==> src/rtl/shifter_pkg.sv <==
// Shared definitions for the pipelined barrel shifter: op codes, op legality
// and the pipeline stage-count helper.
package shifter_pkg;

    localparam int OP_W = 3;

    typedef logic [OP_W-1:0] op_t;

    localparam op_t OP_SLL = 3'b000;
    localparam op_t OP_SRL = 3'b001;
    localparam op_t OP_SRA = 3'b010;
    localparam op_t OP_ROL = 3'b011;
    localparam op_t OP_ROR = 3'b100;

    function automatic logic op_is_legal(input op_t op);
        return op <= OP_ROR;
    endfunction

    // Pipeline registers needed when each stage holds levels_per_stage mux levels.
    function automatic int stage_count(input int shamt_w, input int levels_per_stage);
        return (shamt_w + levels_per_stage - 1) / levels_per_stage;
    endfunction

endpackage

==> src/rtl/shift_level.sv <==
// One combinational mux level of the barrel shifter: shifts or rotates by DIST
// when enabled. Illegal op codes pass the data through untouched.
module shift_level
    import shifter_pkg::*;
#(
    parameter int WIDTH = 32,
    parameter int DIST  = 1
) (
    input  logic [WIDTH-1:0] data,
    input  logic             en,
    input  op_t              op,
    output logic [WIDTH-1:0] shifted
);

    always_comb begin
        // NOTE: default assigned first so every path drives shifted; without it this infers a latch.
        shifted = data;
        if (en) begin
            case (op)
                OP_SLL:  shifted = data << DIST;
                OP_SRL:  shifted = data >> DIST;
                OP_SRA:  shifted = WIDTH'($signed(data) >>> DIST);
                OP_ROL:  shifted = {data[WIDTH-DIST-1:0], data[WIDTH-1:WIDTH-DIST]};
                OP_ROR:  shifted = {data[DIST-1:0], data[WIDTH-1:DIST]};
                default: shifted = data;
            endcase
        end
    end

endmodule

==> src/rtl/pipelined_barrel_shifter.sv <==
// Pipelined barrel shifter for the ALU shift path: SHAMT_W mux levels grouped
// LEVELS_PER_STAGE per register stage, with a stall-propagating valid/ready chain.
module pipelined_barrel_shifter
    import shifter_pkg::*;
#(
    parameter int WIDTH            = 32,
    parameter int SHAMT_W          = $clog2(WIDTH),
    parameter int LEVELS_PER_STAGE = 1
) (
    input  logic               clock,
    input  logic               reset_n,
    input  logic               in_valid,
    output logic               in_ready,
    input  logic [WIDTH-1:0]   in_data,
    input  logic [SHAMT_W-1:0] in_shamt,
    input  op_t                in_op,
    output logic               out_valid,
    input  logic               out_ready,
    output logic [WIDTH-1:0]   out_data,
    output logic               out_err
);

    localparam int NSTG = stage_count(SHAMT_W, LEVELS_PER_STAGE);

    typedef struct packed {
        logic [WIDTH-1:0]   data;
        logic [SHAMT_W-1:0] shamt;
        op_t                op;
        logic               err;
    } stage_t;

    stage_t          stg_q [NSTG];
    stage_t          stg_d [NSTG];
    logic [NSTG-1:0] valid_q;
    logic [NSTG-1:0] load;
    logic            tail_full;

    // A stage may load unless it and every stage downstream is full and the
    // consumer is stalled; this is the !valid[s] || load[s+1] chain unrolled.
    always_comb begin
        tail_full = 1'b1;
        load      = '0;
        for (int s = NSTG - 1; s >= 0; s--) begin
            tail_full = tail_full & valid_q[s];
            load[s]   = out_ready | ~tail_full;
        end
    end

    assign in_ready = load[0];

    for (genvar k = 0; k < SHAMT_W; k++) begin : g_level
        localparam int S = k / LEVELS_PER_STAGE;
        logic [WIDTH-1:0] lin;
        logic [WIDTH-1:0] lout;
        logic             lvl_en;
        op_t              lvl_op;

        if (S == 0) begin : g_src_port
            assign lvl_en = in_shamt[k];
            assign lvl_op = in_op;
        end else begin : g_src_reg
            assign lvl_en = stg_q[S-1].shamt[k];
            assign lvl_op = stg_q[S-1].op;
        end

        if (k % LEVELS_PER_STAGE != 0) begin : g_chain
            assign lin = g_level[k-1].lout;
        end else if (S == 0) begin : g_first
            assign lin = in_data;
        end else begin : g_boundary
            assign lin = stg_q[S-1].data;
        end

        shift_level #(
            .WIDTH (WIDTH),
            .DIST  (2 ** k)
        ) u_level (
            .data    (lin),
            .en      (lvl_en),
            .op      (lvl_op),
            .shifted (lout)
        );
    end

    for (genvar s = 0; s < NSTG; s++) begin : g_stage
        localparam int END  = (s + 1) * LEVELS_PER_STAGE;
        localparam int LAST = ((END < SHAMT_W) ? END : SHAMT_W) - 1;

        if (s == 0) begin : g_head
            assign stg_d[s] = '{data:  g_level[LAST].lout,
                                shamt: in_shamt,
                                op:    in_op,
                                err:   !op_is_legal(in_op)};
        end else begin : g_body
            assign stg_d[s] = '{data:  g_level[LAST].lout,
                                shamt: stg_q[s-1].shamt,
                                op:    stg_q[s-1].op,
                                err:   stg_q[s-1].err};
        end
    end

    // Payload registers only capture real operations, so inputs are sampled
    // solely on a transfer and out_data holds while the pipeline drains.
    always_ff @(posedge clock or negedge reset_n) begin
        if (!reset_n) begin
            valid_q <= '0;
            for (int s = 0; s < NSTG; s++) begin
                stg_q[s] <= '0;
            end
        end else begin
            // NOTE: non-blocking so each stage captures its upstream neighbour's pre-edge value.
            if (load[0]) begin
                valid_q[0] <= in_valid;
                if (in_valid) begin
                    stg_q[0] <= stg_d[0];
                end
            end
            for (int s = 1; s < NSTG; s++) begin
                if (load[s]) begin
                    valid_q[s] <= valid_q[s-1];
                    if (valid_q[s-1]) begin
                        stg_q[s] <= stg_d[s];
                    end
                end
            end
        end
    end

    assign out_valid = valid_q[NSTG-1];
    assign out_data  = stg_q[NSTG-1].data;
    assign out_err   = stg_q[NSTG-1].err;

    // The last stage's shamt/op have no further consumer.
    logic unused_tail;
    assign unused_tail = ^{stg_q[NSTG-1].shamt, stg_q[NSTG-1].op};

endmodule

==> config.mk <==
export PLATFORM = sky130hd
export DESIGN_NAME = pipelined_barrel_shifter
export DESIGN_NICKNAME = d
export VERILOG_FILES = /design/src/rtl/shifter_pkg.sv /design/src/rtl/shift_level.sv /design/src/rtl/pipelined_barrel_shifter.sv
export SDC_FILE = /design/constraint.sdc
export NUM_CORES = 1
export LEC_CHECK = 0
export CORE_MARGIN = 5
export CORE_UTILIZATION = 55
export CTS_CLUSTER_SIZE = 24
export DETAILED_ROUTE_END_ITERATION = 10
export HOLD_SLACK_MARGIN = 0.05
export PLACE_DENSITY = 0.75
export SKIP_LAST_GASP = 1
export SYNTH_ARGS = -nofsm -noshare
export SYNTH_HDL_FRONTEND = slang
export SYNTH_HIERARCHICAL = 1
export SYNTH_SLANG_ARGS = --single-unit
==> constraint.sdc <==
create_clock -name clock -period 1.6 [get_ports clock]
set_input_delay 0.24 -clock clock [delete_from_list [all_inputs] [get_ports clock]]
set_output_delay 0.24 -clock clock [all_outputs]
set_load 0.02 [all_outputs]
==> flow_metrics.py, run 1 <==
metrics = {
    "status": {
        "status": "finished with violations",
        "violations": "setup timing",
    },
    "cells_and_area": {
        "fill_cells": 1020,
        "finish.utilization": 0.805,
        "fin_nets": 1404,
        "design_area_mm2": 0.0177,
        "layout-drive-gt1-share": 0.468,
        "antenna_cells": 0,
        "areaGrowthSynthToFinish_pct": 42.9,
        "final_cells": 1652,
    },
    "clocking": {
        "clock-sinks": 192,
        "cts_tree": "done",
        "cts_made_buffers": 17,
        "clock_latency_ns": 0.47,
        "htree_levels": 4,
        "root_buffer": "clkbuf_16",
        "clk_path_buf_depth": 2,
        "cts.reportedPaths.clkPinSlew_ns": 0.09,
    },
    "floorplanning": {
        "dieArea_mm2": 0.0256,
        "die_y_um": 160,
        "coreArea_mm2": 0.0220,
        "row_count": 54,
        "die_w_um": 160,
        "start_util": 0.563,
        "io_pins": 79,
    },
    "synthesis": {
        "yosys_register_bits": 192,
        "yosysTopAreaCellShare": 0.388,
        "syn-num-nets": 1201,
        "ys_seq_area_frac": 0.388,
        "yosysUniqueCellTypes": 51,
        "synthTopCellsByArea": "dfrtp_1 39%, mux2_2 17%, o211ai_1 6.8%",
        "syn_inst": 1157,
        "yosys.area.top_type": "dfrtp_1",
        "ys.flop_type": "dfrtp_1",
        "synthArstFlopShare": 1.00,
        "ys_warn_count": 6,
        "synth_edf_count": 0,
        "avgSynthCellArea_um2": 10.7,
        "syn-cell-area_mm2": 0.0124,
    },
    "setup_path": {
        "cp_max_fo": 16,
        "arrival_ns": 2.54,
        "startpoint": "g_level[3].lvl_op[1]",
        "r2r_start": "g_level[3].lvl_op[1]",
        "crit_path_start_kind": "flop",
        "reg2reg_to": "g_level[4].lin[19]",
        "endpoint": "g_level[4].lin[19]",
        "r2r_cells": 7,
        "crit_type": "flop to flop",
        "critPathRequiredTime_ns": 2.00,
        "crit_path_end_kind": "flop",
        "reg2reg_slack_ns": -0.54,
    },
    "routing": {
        "wire_per_inst_um": 30.6,
        "drt_iter0_markers": 2140,
        "ant_nets": 0,
        "vias": 12469,
        "vias_per_cell": 7.55,
        "routed_wl_mm": 50.6,
        "first_pass_iters": 6,
        "drc_errors": 0,
    },
    "placed_design": {
        "placed_area_mm2": 0.0140,
        "gp_congestion": 0.857,
        "place_hpwl_mm": 22.1,
        "dp.cells": 1513,
        "portBuffers": 78,
    },
    "global_route": {
        "grt_overflow": 0,
        "grt_pass1_vias": 11189,
        "grt_max_degree": 51,
        "grt_usage": 0.293,
        "grt_pass1_wl_mm": 61.5,
        "antenna_found_initial": 0,
    },
    "sta": {
        "relSlewSlack": 0.622,
        "post-route-period-util": 1.34,
        "setup_viol": 164,
        "timing.fmax_mhz": 467,
        "fin_ws_ns": -0.540,
        "finalClockSkew_ns": 0.0140,
        "tightest_slew_ns": 0.565,
        "rsz0062_at_grt": "true",
        "final_hold_viol_count": 0,
        "final_max_slew_viol_count": 0,
        "holdWs_ns": 0.287,
        "fin_crit_ns": 2.14,
    },
    "power": {
        "total_power_w": 0.0375,
        "p_leak_nw": 7.05,
        "p_clk_frac": 0.118,
        "switching_share": 0.441,
        "pwr-share-seq": 0.258,
        "p_int_w": 0.0210,
        "combPwrFrac": 0.624,
        "p_sw_w": 0.0165,
        "vdd.ir_drop.worst_uv": 1040,
        "power.density_mw_per_mm2": 2120,
    },
    "run": {
        "max-cap-violations": 0,
    },
    "hold_path": {
        "hold_class": "input port to async pin",
    },
}
-- cell families (layout without fill, tap and decap cells) --
logic type | after synthesis | count (layout) | share of synthesized area
xor+xnor | 8 | 13 | 0.0142
buf+inv | 133 | 340 | 0.0667
mux | 218 | 218 | 0.206
compound gates | 437 | 438 | 0.232
flops | 192 | 192 | 0.388
simple gates | 169 | 171 | 0.0932
-- sequential cells by signal (all words and copies together) (netlist names) --
| register | cells |
|---|---|
| valid_q | 5 |
| out_err | 1 |
| stg_d | 10 |
| g_level.lin | 128 |
| g_level.lvl_op | 12 |
| out_data | 32 |
| g_level.lvl_en | 4 |
-- worst max-delay path: stages (launching register included) --
cell	delay, ns
dfrtp_2	0.47
buf_12	0.16
buf_4	0.13
xnor2_2	0.17
buf_12	0.18
nand3b_1	0.13
a31oi_1	0.52
mux2_4	0.30
-- cells in the mapped netlist (all sizes together) (2+ instances only) --
| master | instances |
|---|---|
| a21oi | 126 |
| a22o | 2 |
| a22oi | 14 |
| a2bb2oi | 15 |
| a31oi | 126 |
| and2 | 5 |
| and2b | 2 |
| and3b | 6 |
| buf | 94 |
| clkbuf | 36 |
| dfrtp | 192 |
| inv | 3 |
| mux2 | 217 |
| nand2 | 20 |
| nand2b | 6 |
| nand3b | 98 |
| nand4b | 2 |
| nor2 | 6 |
| nor2b | 20 |
| o211ai | 112 |
| o21ai | 29 |
| o22ai | 5 |
| xnor2 | 4 |
| xor2 | 4 |
-- layout by cell type (no fill, tap or decap), types with 41 or more instances in the layout --
cell,instances
a21oi_1,105
a31oi_1,73
buf_12,41
buf_4,104
buf_6,52
clkdlybuf4s50_1,42
dfrtp_1,179
mux2_2,77
mux2_4,136
nand3b_1,98
o211ai_1,112
-- how the worst min path moves through the flow --
stage,depth (start not counted),endpoint,start
after detailed placement,1,valid_q[0],reset_n
after global placement,1,valid_q[0],reset_n
after floorplan,0,g_level[1].lin[0],reset_n
final,2,valid_q[4],reset_n
after global routing,2,valid_q[0],reset_n
after CTS,2,valid_q[0],reset_n
-- power by group through the flow --
stage,sequential [W],combinational [W],clock (W)
after global placement,0.00892,0.0147,0
after floorplan,0.00885,0.0101,0
after CTS,0.00901,0.0183,0.00429
after global routing,0.00981,0.0239,0.00461
final,0.00968,0.0234,0.00441
after detailed placement,0.00905,0.0151,0
-- layout make-up --
class                      count  area, um2  area share
multi-input combinational    840       8290       0.469
sequential                   192       4820       0.273
timing repair buffer         306       3610       0.204
clock buffer                  17        425      0.0241
tap                          280        350      0.0198
clock inverter                14        161     0.00913
inverter                       3       11.3    0.000637
-- metal layers --
metal	vias up	track usage	wire, um
met2	1164	0.483	23300
met4	0	0.123	3980
met3	410	0.0616	5620
li1	4884	-	-
met5	-	0	0
met1	6011	0.377	17700
-- timing repair --
action / in CTS / in global routing
gates resized for setup: 198 / 243
endpoints found under the hold margin: 45 / 0
hold buffers: 1 / 0
pin swaps: 65 / 85
setup endpoints to repair: 162 / 181
cloned: 19 / 24
setup buffers: 58 / 23
-- per-stage QoR --
step           setup TNS [ns]  setup WS, ns
2_1_floorplan               0       0.00183
3_3_place_gp           -45.90        -0.334
3_5_place_dp           -49.38        -0.393
4_1_cts                 -6.01        -0.195
5_1_grt                -21.71        -0.502
6_report               -17.32        -0.540
(Power assumes the default switching activity.)
==> inputs of run 2 (changes only) <==
--- a/config.mk
+++ b/config.mk
@@ -9,9 +9,11 @@
 export CORE_UTILIZATION = 55
 export CTS_CLUSTER_SIZE = 24
 export DETAILED_ROUTE_END_ITERATION = 10
+export GPL_TIMING_DRIVEN = 0
 export HOLD_SLACK_MARGIN = 0.05
 export PLACE_DENSITY = 0.75
 export SKIP_LAST_GASP = 1
+export SLEW_MARGIN = 5
 export SYNTH_ARGS = -nofsm -noshare
 export SYNTH_HDL_FRONTEND = slang
 export SYNTH_HIERARCHICAL = 1
==> run 2 against run 1 <==
- the run still ends with setup timing left
- count of clock-buffer cells in the layout stayed put
- hold slack worse by 0.048 ns
- sequential share of layout area is 1.9 points higher
- first-iteration DRC count is 17% lower
- total power is 9.8% lower
- critical path depth is 1 lower
- sequential cell count stayed put
- register-to-register slack better by 0.31 ns
- clock power is 2% higher
- cell count is 1.1% lower
- via count is 9.2% lower
- worst setup slack better by 0.31 ns
- critical path type unchanged
- critical endpoint is now g_level[1].lin[26]
==> flow_metrics.py, run 2 (same netlist as run 1, synthesis figures left out) <==
metrics = {
    "setup_path": {
        "crit_family": "buffers and inverters",
        "crit_path_start_kind": "flop",
        "crit_chain": "nand4b_1 > buf_4 > o21ai_4 > buf_6 > clkbuf_16 > mux2_4",
        "critical-path-max-stage-delay_ns": 0.42,
        "slowest_stage": "dfrtp_1",
        "worstPathBufferInverterCount": 3,
        "r2r_cells": 6,
        "crit_path_end_kind": "flop",
        "cp.depth": 6,
        "cp_max_fo": 5,
        "arrival_ns": 2.16,
        "critPathRequiredTime_ns": 1.93,
        "crit_type": "flop to flop",
    },
    "sta": {
        "relSlewSlack": 0.581,
        "rsz0062_at_grt": "true",
        "holdWs_ns": 0.240,
        "timing.fmax_mhz": 546,
        "final_hold_viol_count": 0,
        "fin_ws_ns": -0.231,
        "finalClockSkew_ns": 0.0188,
        "fin_crit_ns": 1.83,
        "final_max_slew_viol_count": 0,
        "tns_ns": -20.83,
        "post-route-period-util": 1.14,
        "tightest_slew_ns": 0.628,
        "setup_viol": 172,
    },
    "run": {
        "max-cap-violations": 0,
    },
    "cells_and_area": {
        "largest_reg_flops": 128,
        "final_cells": 1634,
        "antenna_cells": 0,
        "areaGrowthSynthToFinish_pct": 33.2,
        "final_cell_mix": "187 x dfrtp_1, 112 x o211ai_1, 112 x a21oi_1",
        "layout-drive-gt1-share": 0.432,
        "fill_cells": 1415,
        "final_common_cell": "dfrtp_1",
        "fin_nets": 1385,
    },
    "global_route": {
        "grt_pass1_vias": 10561,
        "grt_pass1_wl_mm": 59.6,
        "grt_overflow": 0,
        "antenna_found_initial": 0,
        "grt_max_degree": 110,
        "grt_usage": 0.288,
    },
    "power": {
        "p_leak_nw": 6.53,
        "total_power_w": 0.0338,
        "power.density_mw_per_mm2": 2050,
        "vdd.ir_drop.worst_uv": 982,
    },
    "routing": {
        "wl_met3_mm": 3.77,
        "dr_wl_met2_mm": 19.1,
        "drt-met1-wl_mm": 16.6,
        "ant_nets": 0,
        "vias_per_cell": 6.93,
        "drt_iter0_markers": 1786,
        "wire_per_inst_um": 24.9,
        "routed_wl_mm": 40.7,
        "vias": 11319,
        "drc_errors": 0,
        "top_layer": "met4",
        "first_pass_iters": 6,
    },
    "clocking": {
        "htree_levels": 4,
        "cts_tree": "done",
        "cts_made_buffers": 17,
        "clk_path_buf_depth": 2,
        "root_buffer": "clkbuf_16",
        "clock-sinks": 192,
        "clock_latency_ns": 0.45,
        "cts.reportedPaths.clkPinSlew_ns": 0.09,
    },
    "floorplanning": {
        "start_util": 0.563,
        "io_pins": 79,
        "dieArea_mm2": 0.0256,
        "die_y_um": 160,
        "coreArea_mm2": 0.0220,
        "die_w_um": 160,
        "row_count": 54,
    },
    "placed_design": {
        "dp.cells": 1515,
        "place_hpwl_mm": 24.8,
        "pre_cts_ws_ns": -0.680,
        "gp_congestion": 0.997,
        "portBuffers": 77,
    },
    "status": {
        "violations": "setup timing",
        "status": "finished with violations",
    },
    "hold_path": {
        "whs_path_depth": 2,
        "hold_class": "input port to flop",
    },
}
==> run 2: worst paths after layout <==
check / startpoint / slack [ns] / to
worst max-delay path: valid_q[4] / -0.23 / g_level[1].lin[26]
min in group asynchronous: reset_n / 0.38 / valid_q[4]
worst min register to register: out_data[16] / 0.50 / out_data[16]
worst max register to register: valid_q[4] / -0.23 / g_level[1].lin[26]
max in group asynchronous: reset_n / 0.24 / g_level[2].lin[19]
worst min-delay path: out_ready / 0.24 / valid_q[3]
==> run 2: routing by layer <==
layer / track usage / up-vias
li1: - / 4852
met1: 0.410 / 5595
met2: 0.450 / 738
met3: 0.0557 / 134
met4: 0.0825 / 0
met5: 0 / -
==> run 2: report_power, final <==
group          internal (W)  leakage, nW  switching (W)  total, W
Sequential          0.00692         2.21        0.00271   0.00963
Clock               0.00229        0.308        0.00222   0.00452
Combinational        0.0103         4.01        0.00940    0.0197
Total                0.0195         6.53         0.0143    0.0338
==> run 2: what timing repair did <==
action                     in CTS  in global routing
buffers inserted               48                 22
gates cloned                   11                  9
hold endpoints to repair       83                  0
resized for setup             229                204
setup endpoints to repair     203                175
hold buffers                    1                  0
pin swaps                      64                 89
==> run 2: layout make-up <==
class	instances	area, um2	area share
buffer	127	1120	0.0680
clock buffer	17	425	0.0258
clock inverter	15	213	0.0129
inverter	3	11.3	0.000683
multi-input combinational	832	7710	0.468
sequential	192	4810	0.292
tap	280	350	0.0213
timing repair buffer	168	1840	0.112
==> run 2: metrics by stage <==
| step | util | area (um2) |
|---|---|---|
| 3_3_place_gp | 0.615 | 13500 |
| 3_5_place_dp | 0.617 | 13500 |
| 6_report | 0.750 | 16500 |
| 4_1_cts | 0.703 | 15400 |
| 2_1_floorplan | - | 12400 |
| 5_1_grt | 0.750 | 16500 |
==> inputs of run 3 (changes only) <==
--- a/config.mk
+++ b/config.mk
@@ -7,6 +7,7 @@
 export LEC_CHECK = 0
 export CORE_MARGIN = 5
 export CORE_UTILIZATION = 55
+export CTS_BUF_LIST = sky130_fd_sc_hd__clkbuf_4
 export CTS_CLUSTER_SIZE = 24
 export DETAILED_ROUTE_END_ITERATION = 10
 export GPL_TIMING_DRIVEN = 0
==> constraint.sdc (replaced) <==
create_clock -name clock -period 1.6 [get_ports clock]
set_input_delay 0.32 -clock clock [delete_from_list [all_inputs] [get_ports clock]]
set_output_delay 0.32 -clock clock [all_outputs]
set_load 0.01 [all_outputs]
==> run 3 against run 2 <==
- the flow still finishes with violations (setup timing)
- sequential power down 1%
- sequential cell count unchanged
- clock power down 39%
- count of clock-buffer cells in the layout unchanged
- register-to-register slack worse by 0.06 ns
==> flow_metrics.py, run 3 (same netlist as run 1, synthesis figures left out) <==
metrics = {
    "status": {
        "status": "finished with violations",
        "violations": "setup timing",
    },
    "sta": {
        "setup_viol": 169,
        "final_max_slew_viol_count": 0,
        "rsz0062_at_grt": "true",
        "finalClockSkew_ns": 0.0426,
        "fin_crit_ns": 1.89,
        "tightest_slew_ns": 0.626,
        "fin_ws_ns": -0.292,
        "final_hold_viol_count": 0,
        "holdWs_ns": 0.247,
        "post-route-period-util": 1.18,
        "tns_ns": -30.11,
        "timing.fmax_mhz": 528,
        "relSlewSlack": 0.583,
    },
    "setup_path": {
        "crit_path_start_kind": "flop",
        "critical-path-max-stage-delay_ns": 0.43,
        "critPathRequiredTime_ns": 2.10,
        "worstPathBufferInverterCount": 4,
        "slowest_stage": "dfrtp_1",
        "crit_chain": "and4b_4 > buf_4 > buf_6 > a21boi_4 > buf_8 > clkbuf_16 > mux2_4",
        "crit_family": "buffers and inverters",
        "cp_max_fo": 7,
        "crit_type": "flop to flop",
        "crit_path_end_kind": "flop",
        "arrival_ns": 2.39,
    },
    "power": {
        "combPwrFrac": 0.605,
        "p_int_w": 0.0176,
        "vdd.ir_drop.worst_uv": 938,
        "switching_share": 0.431,
        "pwr-share-seq": 0.307,
        "p_clk_frac": 0.089,
        "p_sw_w": 0.0134,
        "p_leak_nw": 6.22,
        "power.density_mw_per_mm2": 1950,
    },
    "global_route": {
        "grt_max_degree": 111,
        "antenna_found_initial": 1,
        "grt_overflow": 0,
        "grt_pass1_wl_mm": 57.5,
        "grt_usage": 0.275,
        "grt_pass1_vias": 10255,
    },
    "clocking": {
        "cts_tree": "done",
        "root_buffer": "clkbuf_4",
        "clock-sinks": 192,
        "cts_made_buffers": 17,
        "clk_path_buf_depth": 2,
        "htree_levels": 4,
        "cts.reportedPaths.clkPinSlew_ns": 0.21,
        "clock_latency_ns": 0.63,
    },
    "routing": {
        "wire_per_inst_um": 23.5,
        "drt_iter0_markers": 1301,
        "routed_wl_mm": 38.5,
        "ant_nets": 0,
        "first_pass_iters": 6,
        "vias": 11035,
        "vias_per_cell": 6.73,
        "drc_errors": 0,
    },
    "placed_design": {
        "place_hpwl_mm": 25.1,
        "portBuffers": 77,
        "placed_area_mm2": 0.0135,
        "gp_congestion": 0.984,
    },
    "cells_and_area": {
        "final_common_cell": "dfrtp_1",
        "design_area_mm2": 0.0159,
        "finish.utilization": 0.723,
        "largest_reg_flops": 128,
        "fin_nets": 1390,
        "areaGrowthSynthToFinish_pct": 28.4,
        "layout-drive-gt1-share": 0.444,
        "final_cell_mix": "188 x dfrtp_1, 129 x mux2_2, 122 x a21oi_1",
    },
    "floorplanning": {
        "start_util": 0.563,
        "row_count": 54,
        "die_y_um": 160,
        "io_pins": 79,
        "dieArea_mm2": 0.0256,
        "coreArea_mm2": 0.0220,
        "die_w_um": 160,
    },
    "run": {
        "max-cap-violations": 0,
    },
    "hold_path": {
        "hold_class": "input port to async pin",
    },
}
## run 3: cell types whose count changed in the layout (fill, tap and decap cells not counted), moves of 15 or more
cell,previous run,this run
buf_2,18,55
dlygate4sd2_1,36,0
mux2_2,109,129
clkbuf_4,5,24
mux2_4,104,85
clkbuf_16,22,7
## run 3: what timing repair did
item / CTS / global route
setup endpoints to repair: 205 / 188
hold endpoints to repair: 82 / 0
pin swaps: 54 / 57
gates cloned: 11 / 12
hold buffers: 1 / 0
gates resized for setup: 316 / 180
setup buffers: 52 / 27
## run 3: final cells by class
type / instances / area [um2]
Clock buffer: 17 / 128
Multi-Input combinational cell: 833 / 7600
Sequential cell: 192 / 4810
Buffer: 120 / 1060
Antenna cell: 1 / 2.50
Fill cell: 1480 / 6080
Tap cell: 280 / 350
Inverter: 3 / 11.3
Timing Repair Buffer: 179 / 1730
Clock inverter: 15 / 189
## run 3: path summary, 6_finish.rpt
check	slack, ns	startpoint	cells past startpoint	endpoint
setup / recovery	-0.29	valid_q[2]	7	g_level[2].lin[17]
hold / removal	0.25	reset_n	2	valid_q[3]
setup reg to reg	-0.29	valid_q[2]	7	g_level[2].lin[17]
hold reg to reg	0.52	out_data[0]	1	out_data[0]
max in group asynchronous	0.33	reset_n	3	g_level[3].lin[27]
min in group clock	0.29	in_shamt[3]	2	stg_d[130]
## run 3: power by group through the flow
| stage | logic, W | registers (W) | clock network, W |
|---|---|---|---|
| after global routing | 0.0198 | 0.00969 | 0.00301 |
| after CTS | 0.0164 | 0.00923 | 0.00280 |
| after detailed placement | 0.0138 | 0.00931 | 0 |
| after floorplan | 0.0101 | 0.00852 | 0 |
| final | 0.0187 | 0.00951 | 0.00274 |
| after global placement | 0.0135 | 0.00924 | 0 |
## run 3: worst reg2reg max path, stage by stage, from the launching register on
cell and delay, ns:
dfrtp_1 0.43, and4b_4 0.23, buf_4 0.14, buf_6 0.11, a21boi_4 0.19, buf_8 0.19
clkbuf_16 0.18, mux2_4 0.29
## run 3: per-layer routing
metal  routed length, um  GRT usage  vias to the layer above  share of wire
met5                   0          0                        -              0
met3                3140     0.0531                       94          0.082
met2               17900      0.421                      596           0.46
met4                 751     0.0645                        0          0.019
li1                    -          -                     4857              -
met1               16700      0.407                     5488           0.43
## run 3: metrics by stage
step,cells,setup slack [ns],total power [W]
2_1_floorplan,1157,0.00183,0.0186
3_3_place_gp,1514,-8.19,0.0227
3_5_place_dp,1515,-0.721,0.0231
4_1_cts,1609,-0.265,0.0284
5_1_grt,1640,-0.345,0.0325
6_report,1640,-0.292,0.0310
